<file path="src/rtl/fp_pkg.sv">
// Shared fp32 types and tag definitions for the shared-adder arbiter and its clients.
package fp_pkg;

  localparam int unsigned FP_W  = 32;
  localparam int unsigned EXP_W = 8;
  localparam int unsigned MAN_W = 23;
  localparam int unsigned IDX_W = 3;   // covers up to 8 requesters
  localparam int unsigned CNT_W = 4;

  typedef struct packed {
    logic             sign;
    logic [EXP_W-1:0] exp;
    logic [MAN_W-1:0] man;
  } fp32_t;

  typedef struct packed {
    logic             valid;
    logic [IDX_W-1:0] idx;
  } add_tag_t;

  // One-hot (or zero) to binary index; zero maps to index 0.
  function automatic logic [IDX_W-1:0] oh2idx(input logic [7:0] oh);
    logic [IDX_W-1:0] idx;
    idx = '0;
    for (int i = 0; i < 8; i++) begin
      if (oh[i]) idx = idx | IDX_W'(i);
    end
    return idx;
  endfunction

endpackage

</file>
<file path="src/rtl/fp_add_arbiter_if.sv">
// Client-side handshakes and shared-adder port bundle for fp_add_arbiter.
interface fp_add_arbiter_if #(
  parameter int unsigned NREQ = 2
);
  import fp_pkg::*;

  logic [NREQ-1:0]      req_valid;
  logic [NREQ-1:0]      req_ready;
  logic [NREQ*FP_W-1:0] req_a;
  logic [NREQ*FP_W-1:0] req_b;
  logic [NREQ-1:0]      rsp_valid;
  logic [FP_W-1:0]      rsp_sum;
  logic                 add_issue;
  logic [FP_W-1:0]      add_a;
  logic [FP_W-1:0]      add_b;
  logic [FP_W-1:0]      add_sum;
  logic                 busy;

  // Arbiter side
  modport slave (
    input  req_valid, req_a, req_b, add_sum,
    output req_ready, rsp_valid, rsp_sum, add_issue, add_a, add_b, busy
  );

  // Clients plus adder side
  modport master (
    output req_valid, req_a, req_b, add_sum,
    input  req_ready, rsp_valid, rsp_sum, add_issue, add_a, add_b, busy
  );

endinterface

</file>
<file path="src/rtl/rr_arbiter.sv">
// Combinational round-robin grant: first eligible index after ptr_i, wrapping.
module rr_arbiter #(
  parameter  int unsigned N  = 2,
  localparam int unsigned PW = (N > 1) ? $clog2(N) : 1
) (
  input  logic [N-1:0]  elig_i,
  input  logic [PW-1:0] ptr_i,
  output logic [N-1:0]  gnt_c
);

  logic          found;
  logic [PW-1:0] idx;

  always_comb begin
    gnt_c = '0;
    found = 1'b0;
    idx   = '0;
    for (int unsigned k = 1; k <= N; k++) begin
      idx = PW'((32'(ptr_i) + k) % N);
      if (!found && elig_i[idx]) begin
        gnt_c[idx] = 1'b1;
        found      = 1'b1;
      end
    end
  end

endmodule

</file>
<file path="src/rtl/fp_add_arbiter.sv">
// Shares one fixed-latency pipelined fp32 adder among NREQ requesters with
// round-robin issue, per-requester credit limits and tagged result steering.
module fp_add_arbiter
  import fp_pkg::*;
#(
  parameter int unsigned NREQ    = 2,
  parameter int unsigned ADD_LAT = 3,
  parameter int unsigned MAX_OUT = 2
) (
  input  logic             clk,
  input  logic             rst_n,
  fp_add_arbiter_if.slave  bus
);

  localparam int unsigned PW = $clog2(NREQ);

  logic [NREQ-1:0]  elig_c;
  logic [NREQ-1:0]  gnt_c;
  logic [NREQ-1:0]  tail_hit_c;
  logic             xfer_c;
  logic [IDX_W-1:0] gnt_idx_c;
  fp32_t            op_a_c;
  fp32_t            op_b_c;
  add_tag_t         tail_c;
  logic             tag_any_c;

  logic [PW-1:0]    rr_ptr_q, rr_ptr_d;
  logic             add_issue_q;
  logic [IDX_W-1:0] iss_idx_q;
  fp32_t            add_a_q, add_a_d;
  fp32_t            add_b_q, add_b_d;
  add_tag_t         tag_q [ADD_LAT];
  logic [NREQ-1:0]  rsp_valid_q, rsp_valid_d;
  fp32_t            rsp_sum_q, rsp_sum_d;
  logic [CNT_W-1:0] cnt_q [NREQ];
  logic [CNT_W-1:0] cnt_d [NREQ];

  // Credit-gated eligibility
  always_comb begin
    elig_c = '0;
    for (int i = 0; i < NREQ; i++) begin
      elig_c[i] = bus.req_valid[i] && (cnt_q[i] < CNT_W'(MAX_OUT));
    end
  end

  rr_arbiter #(
    .N (NREQ)
  ) u_rr (
    .elig_i (elig_c),
    .ptr_i  (rr_ptr_q),
    .gnt_c  (gnt_c)
  );

  assign xfer_c    = |gnt_c;
  assign gnt_idx_c = oh2idx(8'(gnt_c));
  assign tail_c    = tag_q[ADD_LAT-1];

  // Operand mux for the granted requester
  always_comb begin
    op_a_c = '0;
    op_b_c = '0;
    for (int i = 0; i < NREQ; i++) begin
      if (gnt_c[i]) begin
        op_a_c = fp32_t'(bus.req_a[FP_W*i +: FP_W]);
        op_b_c = fp32_t'(bus.req_b[FP_W*i +: FP_W]);
      end
    end
  end

  // Next-state: pointer, issue regs, response steering and credits
  always_comb begin
    rr_ptr_d    = rr_ptr_q;
    add_a_d     = add_a_q;
    add_b_d     = add_b_q;
    rsp_valid_d = '0;
    rsp_sum_d   = rsp_sum_q;
    tail_hit_c  = '0;
    tag_any_c   = add_issue_q;

    if (xfer_c) begin
      rr_ptr_d = PW'(gnt_idx_c);
      add_a_d  = op_a_c;
      add_b_d  = op_b_c;
    end

    for (int i = 0; i < NREQ; i++) begin
      tail_hit_c[i] = tail_c.valid && (tail_c.idx == IDX_W'(i));
    end
    rsp_valid_d = tail_hit_c;
    if (tail_c.valid) rsp_sum_d = fp32_t'(bus.add_sum);

    // Decrement lands with the rising response pulse, so a capped requester
    // is eligible again during the cycle its pulse is visible.
    for (int i = 0; i < NREQ; i++) begin
      cnt_d[i] = cnt_q[i] + CNT_W'(gnt_c[i]) - CNT_W'(tail_hit_c[i]);
    end

    for (int k = 0; k < ADD_LAT; k++) begin
      tag_any_c = tag_any_c | tag_q[k].valid;
    end
  end

  always_ff @(posedge clk or negedge rst_n) begin
    if (!rst_n) begin
      rr_ptr_q    <= PW'(NREQ - 1);
      add_issue_q <= 1'b0;
      iss_idx_q   <= '0;
      add_a_q     <= '0;
      add_b_q     <= '0;
      rsp_valid_q <= '0;
      rsp_sum_q   <= '0;
      for (int k = 0; k < ADD_LAT; k++) tag_q[k] <= '0;
      for (int i = 0; i < NREQ; i++)    cnt_q[i] <= '0;
    end else begin
      rr_ptr_q    <= rr_ptr_d;
      add_issue_q <= xfer_c;
      iss_idx_q   <= gnt_idx_c;
      add_a_q     <= add_a_d;
      add_b_q     <= add_b_d;
      rsp_valid_q <= rsp_valid_d;
      rsp_sum_q   <= rsp_sum_d;
      // Tag tracks the issue register through the ADD_LAT adder stages
      tag_q[0]    <= add_tag_t'{valid: add_issue_q, idx: iss_idx_q};
      for (int k = 1; k < ADD_LAT; k++) tag_q[k] <= tag_q[k-1];
      for (int i = 0; i < NREQ; i++)    cnt_q[i] <= cnt_d[i];
    end
  end

  assign bus.req_ready = gnt_c;
  assign bus.add_issue = add_issue_q;
  assign bus.add_a     = add_a_q;
  assign bus.add_b     = add_b_q;
  assign bus.rsp_valid = rsp_valid_q;
  assign bus.rsp_sum   = rsp_sum_q;
  assign bus.busy      = tag_any_c | (|rsp_valid_q);

endmodule

</file>
<file path="src/flat_wrapper.sv">
// flat-port wrapper written by rule: the top's interface ports become plain ports
module fp_add_arbiter_flat import fp_pkg::*;
#(
  parameter int unsigned NREQ    = 2,
  parameter int unsigned ADD_LAT = 3,
  parameter int unsigned MAX_OUT = 2
)
  (clk, rst_n, bus_req_valid, bus_req_a, bus_req_b, bus_add_sum, bus_req_ready, bus_rsp_valid, bus_rsp_sum, bus_add_issue, bus_add_a, bus_add_b, bus_busy);
  fp_add_arbiter_if #(.NREQ(NREQ)) bus_i ();
  input  logic clk;
  input  logic rst_n;
  input wire logic [$bits(bus_i.req_valid)-1:0] bus_req_valid;
  input wire logic [$bits(bus_i.req_a)-1:0] bus_req_a;
  input wire logic [$bits(bus_i.req_b)-1:0] bus_req_b;
  input wire logic [$bits(bus_i.add_sum)-1:0] bus_add_sum;
  output wire logic [$bits(bus_i.req_ready)-1:0] bus_req_ready;
  output wire logic [$bits(bus_i.rsp_valid)-1:0] bus_rsp_valid;
  output wire logic [$bits(bus_i.rsp_sum)-1:0] bus_rsp_sum;
  output wire logic [$bits(bus_i.add_issue)-1:0] bus_add_issue;
  output wire logic [$bits(bus_i.add_a)-1:0] bus_add_a;
  output wire logic [$bits(bus_i.add_b)-1:0] bus_add_b;
  output wire logic [$bits(bus_i.busy)-1:0] bus_busy;
  assign bus_i.req_valid = bus_req_valid;
  assign bus_i.req_a = bus_req_a;
  assign bus_i.req_b = bus_req_b;
  assign bus_i.add_sum = bus_add_sum;
  assign bus_req_ready = bus_i.req_ready;
  assign bus_rsp_valid = bus_i.rsp_valid;
  assign bus_rsp_sum = bus_i.rsp_sum;
  assign bus_add_issue = bus_i.add_issue;
  assign bus_add_a = bus_i.add_a;
  assign bus_add_b = bus_i.add_b;
  assign bus_busy = bus_i.busy;
  fp_add_arbiter #(.NREQ(NREQ), .ADD_LAT(ADD_LAT), .MAX_OUT(MAX_OUT)) u_core (.clk(clk), .rst_n(rst_n), .bus(bus_i));
endmodule
</file>
<file path="config.mk">
export PLATFORM = sky130hd
export DESIGN_NAME = fp_add_arbiter_flat
export DESIGN_NICKNAME = d
export VERILOG_FILES = /design/src/rtl/fp_pkg.sv /design/src/rtl/fp_add_arbiter_if.sv /design/src/rtl/rr_arbiter.sv /design/src/rtl/fp_add_arbiter.sv /design/src/flat_wrapper.sv
export SDC_FILE = /design/constraint.sdc
export NUM_CORES = 1
export LEC_CHECK = 0
export BUFFER_PORTS_ARGS = -buffer_cell sky130_fd_sc_hd__buf_4
export CAP_MARGIN = 20
export CORE_MARGIN = 3
export CORE_UTILIZATION = 45
export CTS_BUF_LIST = sky130_fd_sc_hd__clkbuf_4 sky130_fd_sc_hd__clkbuf_8 sky130_fd_sc_hd__clkbuf_16
export DETAILED_ROUTE_END_ITERATION = 16
export PLACE_DENSITY = 0.9
export SYNTH_ARGS = -nofsm -noshare
export SYNTH_HDL_FRONTEND = slang
export SYNTH_SLANG_ARGS = --single-unit
</file>
<file path="constraint.sdc">
create_clock -name clk -period 3 [get_ports clk]
set_input_delay 0.15 -clock clk [delete_from_list [all_inputs] [get_ports clk]]
set_output_delay 0.15 -clock clk [all_outputs]
set_load 0.02 [all_outputs]
</file>
**Yosys cells after proc, flatten, opt, wreduce, memory -nomap -nowiden**

Index checks and enable logic that the tools add are counted.

- Bitwise gates (word level): 5
- Reduce and logical (&&, ||, !) cells: 11
- Add/sub/neg operators: 6
- Order comparisons: 6
- Equality and inequality tests: 1
- Muxes and demuxes: 16

Operators by type and width:

| cell | number |
|---|---|
| $mux W32 | 4 |
| $add A4 B1 Y4 | 2 |
| $lt A4 B2 Y1 const B | 2 |
| $mux W1 | 8 |
| $sub A4 B1 Y4 | 2 |
| $logic_and A1 B1 Y1 | 7 |
| $lt A1 B2 Y1 const B | 2 |
| $mux W2 | 2 |
| $or A1 B1 Y1 | 4 |
| $reduce_or A2 Y1 | 2 |
| $logic_not A3 Y1 | 1 |
| $add A1 B1 Y1 const B | 2 |
| $demux W1 S1 | 2 |
| $ge A1 B1 Y1 const B | 2 |
| $or A2 B2 Y2 | 1 |
| $eq A1 B1 Y1 const B | 1 |
| $logic_not A1 Y1 | 1 |

- Input port bits: 164
- Register bits: 115
- Output and inout port bits: 102
- Logic and storage cells: 66

**Longest topological paths before layout**

Gate-level depths: netlist of run 1.

- Depth in word-level cells: 10
- Depth in mapped cells: 11
- Depth with buffers taken out: 10

**By module**

From an unflattened synthesis of run 1, not the netlist that was laid out.

- Cells, all modules: 412
- Area, all modules: 5,013.6 um^2

Modules (own cells, without submodules):

| module | instances | sequential area each (um^2) | area each (um^2) | cells each |
|---|---|---|---|---|
| fp_add_arbiter | 1 | 2,879.0 | 4,994.8 | 409 |
| rr_arbiter | 1 | 0.0 | 18.8 | 3 |

**Worst setup path after synthesis of run 1**

Ideal clock, no wire load.

- Kind: reg2reg
- Start: register u_core.cnt_q[6] (netlist bit)
- End: register u_core.cnt_q[2] (netlist bit)
- Clock period less this slack: 2.157 ns
- Library setup time: 0.123 ns
- Slack: 0.843 ns
- Cell stages (with the launch flop): 12
- Required time: 2.877 ns
- Path buffers: 1
- Data arrival time: 2.035 ns
- Cell sequence: dfrtp_1 > inv_1 > ha_1 > nand4b_1 > nand3_1 > clkbuf_1 > ha_1 > inv_1 > ha_1 > inv_1 > fa_1 > xnor2_1

RTL lines:

| element | RTL line | source |
|---|---|---|
| start, declared | fp_add_arbiter.sv:35 | `logic [CNT_W-1:0] cnt_q [NREQ];` |

**Final worst setup path of run 1**

- Start: register u_core.cnt_q[6] (netlist bit)
- End: register u_core.add_a_q (netlist bit u_core.bus.add_a[5])

- Cells in the longest elaborated chain, start to end: 10
- Elaborated cells between the ends (all ways): 15
- Those cells by class: 1 x order compare; 9 x mux; 1 x bitwise; 4 x reduce/logical

Ends and longest elaborated chain:

| element | RTL line | source |
|---|---|---|
| $lt A4 B2 Y1 (*) | fp_add_arbiter.sv:42 | `elig_c[i] = bus.req_valid[i] && (cnt_q[i] < CNT_W'(MAX_OUT));` |
| $logic_and A1 B1 Y1 (*) | fp_add_arbiter.sv:42 |  |
| $mux W1 (not written as such) (2 in a row) | rr_arbiter.sv:20 | `if (!found && elig_i[idx]) begin` |
| $mux W1 | rr_arbiter.sv:20 |  |
| $logic_not A1 Y1 | rr_arbiter.sv:20 |  |
| $logic_and A1 B1 Y1 | rr_arbiter.sv:20 |  |
| $mux W2 (*) | rr_arbiter.sv:20 |  |
| $mux W32 (2 in a row) | fp_add_arbiter.sv:63 | `if (gnt_c[i]) begin` |
| end signal, assigned | fp_add_arbiter.sv:108 | `add_a_q <= '0;` |
| end signal, assigned | fp_add_arbiter.sv:118 | `add_a_q <= add_a_d;` |
| end, declared | fp_add_arbiter.sv:30 | `fp32_t add_a_q, add_a_d;` |

Mark *: on every way between the ends. The rest lies on a longest branch, timed or not. The select of a mux whose other input is x is not followed.
A chain may end at the register's enable or synchronous reset.

==> metrics.md, run 1 <==
| Metric | Value |
|---|---|
| Critical path class | `register to register` |
| Row cnt | `37` |
| Design Power | `about 3800 uW` |
| Largest net degree at the start of global routing | `66` |
| WP data required | `3.42 ns` |
| Synth-to-layout area growth | `77.7%` |
| Clock Power Share | `51.0%` |
| Hold Path Depth | `3` |
| Sequential-to-total area share from yosys stat | `a little under 60%` |
| Pleak | `approximately 0.0045 uW` |
| Grt met1 use | `roughly a third` |
| I/O Buffers | `265` |
| Final TNS setup | `0 ns` |
| All-Layer GR Usage | `29.4%` |
| IO Pins | `between 200 and 300` |
| Max-slew headroom | `52.2%` |
| Outcome | `finished, final reports clean` |
| Final wirelength | `about 18 mm` |
| Warnings from Yosys | `0` |
| R2R Setup Slk | `around 0.13 ns` |
| Layout cells sized above 1 | `47.3%` |
| Critical path fanouts, max | `43` |
| Most frequent cell after synthesis | `dfrtp_1` |
| Total Nets Final | `around 910` |
| Slowest CP cell | `dlygate4sd3_1` |
| Met3 Use GR | `under 10%` |
| Post-synthesis register bit count | `roughly 120` |
| Synth Instances | `around 360` |
| Worst Setup End Kind | `register` |
| TritonCTS clock tree | `yes` |
| Sw Pwr | `approximately 830 uW` |
| Drt first pass iters | `5` |
| Most used routing layer | `met2` |
| DRC Markers | `0` |
| H-tree level count | `4` |
| Clock Path Buffers | `2` |
| Fin crit share | `between 90% and 100%` |
| Max VDD drop | `0.000320 V` |
| Fill count | `530` |
| Die Area | `0.0124 sq mm` |
| Syn Area/Cell | `14.0 sq um` |
| GPL Wtd Cong | `0.850` |
| Primary FF master, synth | `dfrtp_1` |
| Root Driver | `clkbuf_8` |
| RSZ-0062 raised after global routing | `no` |
| Remaining global-route overflow | `0` |
| Yosys top cell by area | `dfrtp_1` |
| Iter 0 DRT Violations | `approximately 370` |
| Synth top cells by count | `114 x dfrtp_1, 64 x nand3b_1, 52 x o221a_1, 32 x mux2_2, 13 x inv_1` |
| Vias | `slightly below 5,000` |
| Worst slew pin tran | `between 0.7 and 0.8 ns` |
| Top delay family on crit path | `buffers and inverters` |
| CORE AREA | `about 0.011 sq mm` |
| Critical path launch point type | `register` |
| CP bufs+invs | `4` |
| Max Cap Violations | `0` |
| Netlist cell types | `29` |
| Placed cell count | `roughly 730` |
| Die X | `around 110 microns` |
| Slew Viols, Final | `0` |
| Fin cells | `around 890` |
| Min-Delay Path Class | `input port to register` |
| Worst-Skew Late Latency | `0.50 ns` |
| Share of power burned in registers | `about 41%` |
| Total CTS buffers | `17` |
| Max incr delay on CP | `between 0.5 and 0.6 ns` |
| Sw Ratio | `21.7%` |
| Worst path cell trace | `inv_1, ha_1, and3b_2, buf_4, a21o_2, buf_12, o221a_1, dlygate4sd3_1` |
| Die height | `111 microns` |
| PD cells | `432 mW/mm^2` |
| First-pass GRT wire length | `28.6 mm` |
| Clock sink count | `~120` |
| Antenna cells | `0` |
| Number of cells on the critical path | `8` |
| Synth top area share | `between 50% and 60%` |
| Final core utilization | `between 80% and 90%` |
| Postcts setup bufs | `0` |
| Dpl hpwl | `10.6 mm` |
| Post-synth EDFFs | `0` |
| Met2 usage | `53.2%` |
| Internal Pwr Total | `around 3000 uW` |
| Starting Density | `between 40% and 50%` |
| Clock Pin Slew Worst Setup and Hold Paths | `about 0.060 ns` |
| Post-DRT Antenna Nets | `0` |
| Post-Syn Area | `~0.0050 sq mm` |
| Routed wire length per instance | `20.6 microns` |
| Combinational Power Share | `under 10%` |
| Fin crit period | `~2.9 ns` |
| Synth top area cells | `dfrtp_1 57%, o221a_1 12%, nand3b_1 9.6%` |
| Fin. Hold Viols | `0` |
| Vias/cell | `5.46` |
| Antenna violations before repair | `0` |
| Syn nets | `between 500 and 600` |
| Worst EP arrival | `between 3 and 4 ns` |
| Clock skew | `roughly 0.010 ns` |
| Worst R2R Path Depth | `8` |
| Final setup vio count | `0` |
| Max Freq | `~0.35 GHz` |
| Vias in the first global route | `5,353` |
| Ys async rst share | `between 90% and 100%` |
## through the flow
step,hold slack [ns],setup WS (ns),area (sq um)
2_1_floorplan,-0.146,0.843,4980
3_3_place_gp,0.137,0.880,7050
3_5_place_dp,0.150,0.791,7050
4_1_cts,0.00112,0.275,8860
5_1_grt,0.00722,0.0278,8860
6_report,0.0156,0.130,8860
## power by group through the flow
| stage | combinational, uW | sequential, uW | clock, uW |
|---|---|---|---|
| detailed placement | 211 | 1580 | 0 |
| finish | 323 | 1550 | 1950 |
| global route | 343 | 1550 | 2050 |
| CTS | 314 | 1550 | 1970 |
| floorplan | 13.4 | 1580 | 0 |
| global placement | 207 | 1580 | 0 |
## worst paths after layout
kind	start	to
worst max-delay path	u_core.cnt_q[6]$_DFF_PN0_	u_core.bus.add_a[5]$_DFFE_PN0P_
min in group asynchronous	rst_n	u_core.bus.rsp_sum[16]$_DFFE_PN0P_
worst min register to register	u_core.tag_q[4]$_DFF_PN0_	u_core.tag_q[0]$_DFF_PN0_
worst min-delay path	bus_req_a[21]	u_core.bus.add_a[21]$_DFFE_PN0P_
worst max register to register	u_core.cnt_q[6]$_DFF_PN0_	u_core.bus.add_a[5]$_DFFE_PN0P_
max in group asynchronous	rst_n	u_core.bus.add_b[9]$_DFFE_PN0P_
## final cells by class
cell class	count	area, sq um	share of cell area (%)
Clock inverter	14	154	1.74
Clock buffer	18	428	4.83
Tap cell	136	170	1.92
Multi-Input combinational cell	194	1890	21.4
Sequential cell	115	2880	32.5
Inverter	13	48.8	0.551
Timing Repair Buffer	395	3280	37.1
## kinds of logic (layout without fill, tap and decap cells)
logic type	after synthesis	in the layout	share of synthesized area (%)
flops	115	115	57.8
simple gates	76	76	11.1
mux	32	32	7.23
compound gates	70	70	15.2
xor+xnor	5	5	0.879
buf+inv	46	440	4.74
fa+ha+maj	11	11	3.06
## layout by cell type, fill, tap and decap left out, types with 2 or more instances in the layout
cell type / Yosys / routed
clkbuf_16: 0 / 16
a21oi_1: 2 / 2
o221a_2: 12 / 12
mux2_2: 32 / 32
fa_1: 2 / 2
o221a_1: 52 / 52
nor2b_1: 2 / 2
xnor2_1: 2 / 2
a21o_1: 3 / 2
inv_6: 0 / 4
dlygate4sd3_1: 0 / 122
clkinv_4: 0 / 3
clkbuf_8: 0 / 2
nand3b_1: 64 / 64
ha_1: 9 / 9
nand2_1: 3 / 3
clkinv_2: 0 / 2
clkinvlp_4: 0 / 3
xor2_1: 3 / 3
inv_1: 13 / 13
dfrtp_1: 114 / 114
bufinv_16: 0 / 2
buf_4: 1 / 272
## state kept, by name, indices dropped and copies added, names as in the netlist
signal,flops
u_core.bus.add_b,32
u_core.rr_ptr_q,1
u_core.iss_idx_q,1
u_core.bus.add_issue,1
u_core.bus.rsp_valid,2
u_core.cnt_q,8
u_core.bus.rsp_sum,32
u_core.tag_q,6
u_core.bus.add_a,32
## worst reg2reg max path: cells and delay by family (launching register included)
kind | cells | cell delay, ns
and+or+nand+nor | 1 | 0.20
buffers and inverters | 4 | 1.34
adders and majority gates | 1 | 0.16
DFF | 1 | 0.36
AOI/OAI and AO/OA | 2 | 0.73
## routing by layer
metal  vias up  routed length, microns
met3        46                    1360
met2       298                    9770
met4         0                     622
met5         -                       0
met1      2369                    6470
li1       2116                       -
## timing repair
action / in CTS / in global routing
endpoints found under the hold margin: 135 / 0
endpoints found under the setup margin: 0 / 0
hold buffers: 122 / 0
gates resized for setup: 0 / 0
Power figures use the tool's default switching activity.
==> inputs of run 2 (changes only) <==
--- a/config.mk
+++ b/config.mk
@@ -11,7 +11,7 @@
 export CORE_UTILIZATION = 45
 export CTS_BUF_LIST = sky130_fd_sc_hd__clkbuf_4 sky130_fd_sc_hd__clkbuf_8 sky130_fd_sc_hd__clkbuf_16
 export DETAILED_ROUTE_END_ITERATION = 16
-export PLACE_DENSITY = 0.9
+export PLACE_DENSITY = 0.84
 export SYNTH_ARGS = -nofsm -noshare
 export SYNTH_HDL_FRONTEND = slang
 export SYNTH_SLANG_ARGS = --single-unit
==> metrics.md, run 2 (synthesis gave the netlist of run 1 again) <==
| Metric | Value |
|---|---|
| Clock skew | `0.00963 ns (was 0.0102 ns)` |
| I/O Buffers | `265 (unchanged)` |
| Starting Density | `47.2% (unchanged)` |
| R2R Setup Slk | `0.47 ns (was 0.13 ns)` |
| Met2 Wirelength | `11.1 mm (was 9.77 mm)` |
| Dpl hpwl | `10.4 mm (was 10.6 mm)` |
| Synth-to-layout area growth | `84.0% (was 77.7%)` |
| Final worst-path setup slack | `0.471 ns (was 0.130 ns)` |
| Fin crit period | `2.53 ns (was 2.87 ns)` |
| CORE AREA | `0.0106 sq mm (unchanged)` |
| Die Area | `0.0124 sq mm (unchanged)` |
| RSZ-0062 raised after global routing | `no (unchanged)` |
| Slowest CP cell | `dlygate4sd3_1 (unchanged)` |
| Design Power | `3840 uW (was 3830 uW)` |
| DP Area | `0.00705 sq mm (about the same)` |
| Clock sink count | `115 (unchanged)` |
| Max Freq | `0.395 GHz (was 0.348 GHz)` |
| Worst R2R Path Depth | `7 (was 8)` |
| Most frequent cells in the layout | `271 x buf_4, 152 x dlygate4sd3_1, 114 x dfrtp_1 (was 272 x buf_4, 122 x dlygate4sd3_1, 114 x dfrtp_1)` |
| TritonCTS clock tree | `yes (unchanged)` |
| Crit path launch | `u_core.cnt_q[6]$_DFF_PN0_ (unchanged)` |
| All-Layer GR Usage | `33.7% (was 29.4%)` |
| Worst Setup End Kind | `register (unchanged)` |
| DP Worst Slack | `0.963 ns (was 0.791 ns)` |
| Row cnt | `37 (unchanged)` |
| Fin. Hold Viols | `0 (unchanged)` |
| Reg-to-Reg End | `u_core.bus.add_a[3]$_DFFE_PN0P_ (was u_core.bus.add_a[5]$_DFFE_PN0P_)` |
| Routed wire length per instance | `22.5 microns (was 20.6 microns)` |
| IO Pins | `266 (unchanged)` |
| Final wirelength | `20.7 mm (was 18.2 mm)` |
| Vias/cell | `5.60 (was 5.46)` |
| Worst EP arrival | `2.92 ns (was 3.29 ns)` |
| Clock Path Buffers | `2 (unchanged)` |
| Vias | `5,137 (was 4,829)` |
| Root Driver | `clkbuf_8 (unchanged)` |
| Die X | `111 microns (unchanged)` |
| DRC Markers | `0 (unchanged)` |
| Total CTS buffers | `17 (unchanged)` |
| Antenna violations before repair | `4 (was 0)` |
| Outcome | `finished, final reports clean (unchanged)` |
| Max VDD drop | `0.000279 V (was 0.000320 V)` |
| Uppermost routed layer | `met5 (was met4)` |
| Metal3 WL | `1.39 mm (was 1.36 mm)` |
| Critical path fanouts, max | `65 (was 43)` |
| Reg2reg start | `u_core.cnt_q[6]$_DFF_PN0_ (unchanged)` |
| Largest net degree at the start of global routing | `87 (was 66)` |
| Remaining global-route overflow | `0 (unchanged)` |
| Fin crit share | `84.3% (was 95.7%)` |
| Total Nets Final | `941 (was 911)` |
| Final setup vio count | `0 (unchanged)` |
| Layout cells sized above 1 | `45.4% (was 47.3%)` |
| First-pass GRT wire length | `32.2 mm (was 28.6 mm)` |
| Max-slew headroom | `49.5% (was 52.2%)` |
| Max incr delay on CP | `0.58 ns (was 0.59 ns)` |
| Post-route cell area | `0.00917 sq mm (was 0.00886 sq mm)` |
| Post-DRT Antenna Nets | `0 (unchanged)` |
| Worst path cell trace | `inv_1, ha_1, and3b_2, buf_4, nand3b_1, o221a_1, dlygate4sd3_1 (was inv_1, ha_1, and3b_2, buf_4, a21o_2, buf_12, o221a_1, dlygate4sd3_1)` |
| Die height | `111 microns (unchanged)` |
| Final TNS setup | `0 ns (unchanged)` |
| Clock Pin Slew Worst Setup and Hold Paths | `0.06 ns (about the same)` |
| H-tree level count | `4 (unchanged)` |
| Max Cap Violations | `0 (unchanged)` |
| GPL Wtd Cong | `0.870 (was 0.850)` |
| Slew Viols, Final | `0 (unchanged)` |
| WP data required | `3.39 ns (was 3.42 ns)` |
| PostCTS Resize Cnt | `0 (unchanged)` |
| Vias in the first global route | `5,835 (was 5,353)` |
| Pleak | `0.00470 uW (was 0.00448 uW)` |
| Min-Delay Path Class | `input port to asynchronous set/reset pin (was input port to register)` |
| Critical path launch point type | `register (unchanged)` |
| Drt first pass iters | `6 (was 5)` |
| Iter 0 DRT Violations | `475 (was 366)` |
| PD cells | `418 mW/mm^2 (was 432 mW/mm^2)` |
| Worst-Skew Late Latency | `0.52 ns (was 0.50 ns)` |
| Critical path class | `register to register (unchanged)` |
| Worst setup path endpoint | `u_core.bus.add_a[3]$_DFFE_PN0P_ (was u_core.bus.add_a[5]$_DFFE_PN0P_)` |
| Met1 wire length | `6.93 mm (was 6.47 mm)` |
| Final core utilization | `86.9% (was 83.9%)` |
| Worst slew pin tran | `0.757 ns (was 0.717 ns)` |
| Most common cell after layout, fill and taps aside | `buf_4 (unchanged)` |
[run 2: final cells by class]
type	instances	area (sq um)
timing repair buffer	425	3600
fill	484	1380
sequential	115	2880
clock inverter	10	108
antenna	3	7.51
tap	136	170
multi-input combinational	194	1890
inverter	13	48.8
clock buffer	22	464
[run 2: worst min-delay path by stage]
stage                               from  depth (start not counted)                            endpoint
6_report                           rst_n                          2  u_core.bus.rsp_sum[20]$_DFFE_PN0P_
5_1_grt                     bus_req_b[5]                          3     u_core.bus.add_b[5]$_DFFE_PN0P_
3_3_place_gp   u_core.tag_q[8]$_DFF_PN0_                          0           u_core.tag_q[4]$_DFF_PN0_
2_1_floorplan                      rst_n                          0     u_core.bus.add_a[0]$_DFFE_PN0P_
4_1_cts                    bus_req_b[17]                          3    u_core.bus.add_b[17]$_DFFE_PN0P_
3_5_place_dp   u_core.tag_q[8]$_DFF_PN0_                          0           u_core.tag_q[4]$_DFF_PN0_
[run 2: what timing repair did]
| item | in CTS | in global routing |
|---|---|---|
| hold buffers | 152 | 0 |
| setup buffers | 0 | 0 |
| hold endpoints to repair | 179 | 0 |
[run 2: power breakdown]
part           internal [uW]  switching [uW]
Sequential              1550               0
Clock                   1240             704
Combinational            233             102
Total                   3030             806
[run 2: per-stage QoR]
stage / hold slack, ns / std cells
finish: 0.0172 / 918
global route: 0.0142 / 918
CTS: 0.00211 / 914
detailed placement: 0.336 / 730
global placement: 0.332 / 730
floorplan: -0.146 / 355
[run 2: per-layer routing]
metal  track usage, %  vias to the layer above
li1                 -                     2185
met1             34.0                     2556
met2             61.1                      308
met3             8.79                       86
met4             21.1                        2
met5                0                        -
[run 2: worst max-delay path: cells and delay by family (launching register included)]
family          cells  cell delay (ns)
flops               1             0.36
simple gates        2             0.44
fa+ha+maj           1             0.17
buf+inv             3             1.23
compound gates      1             0.20
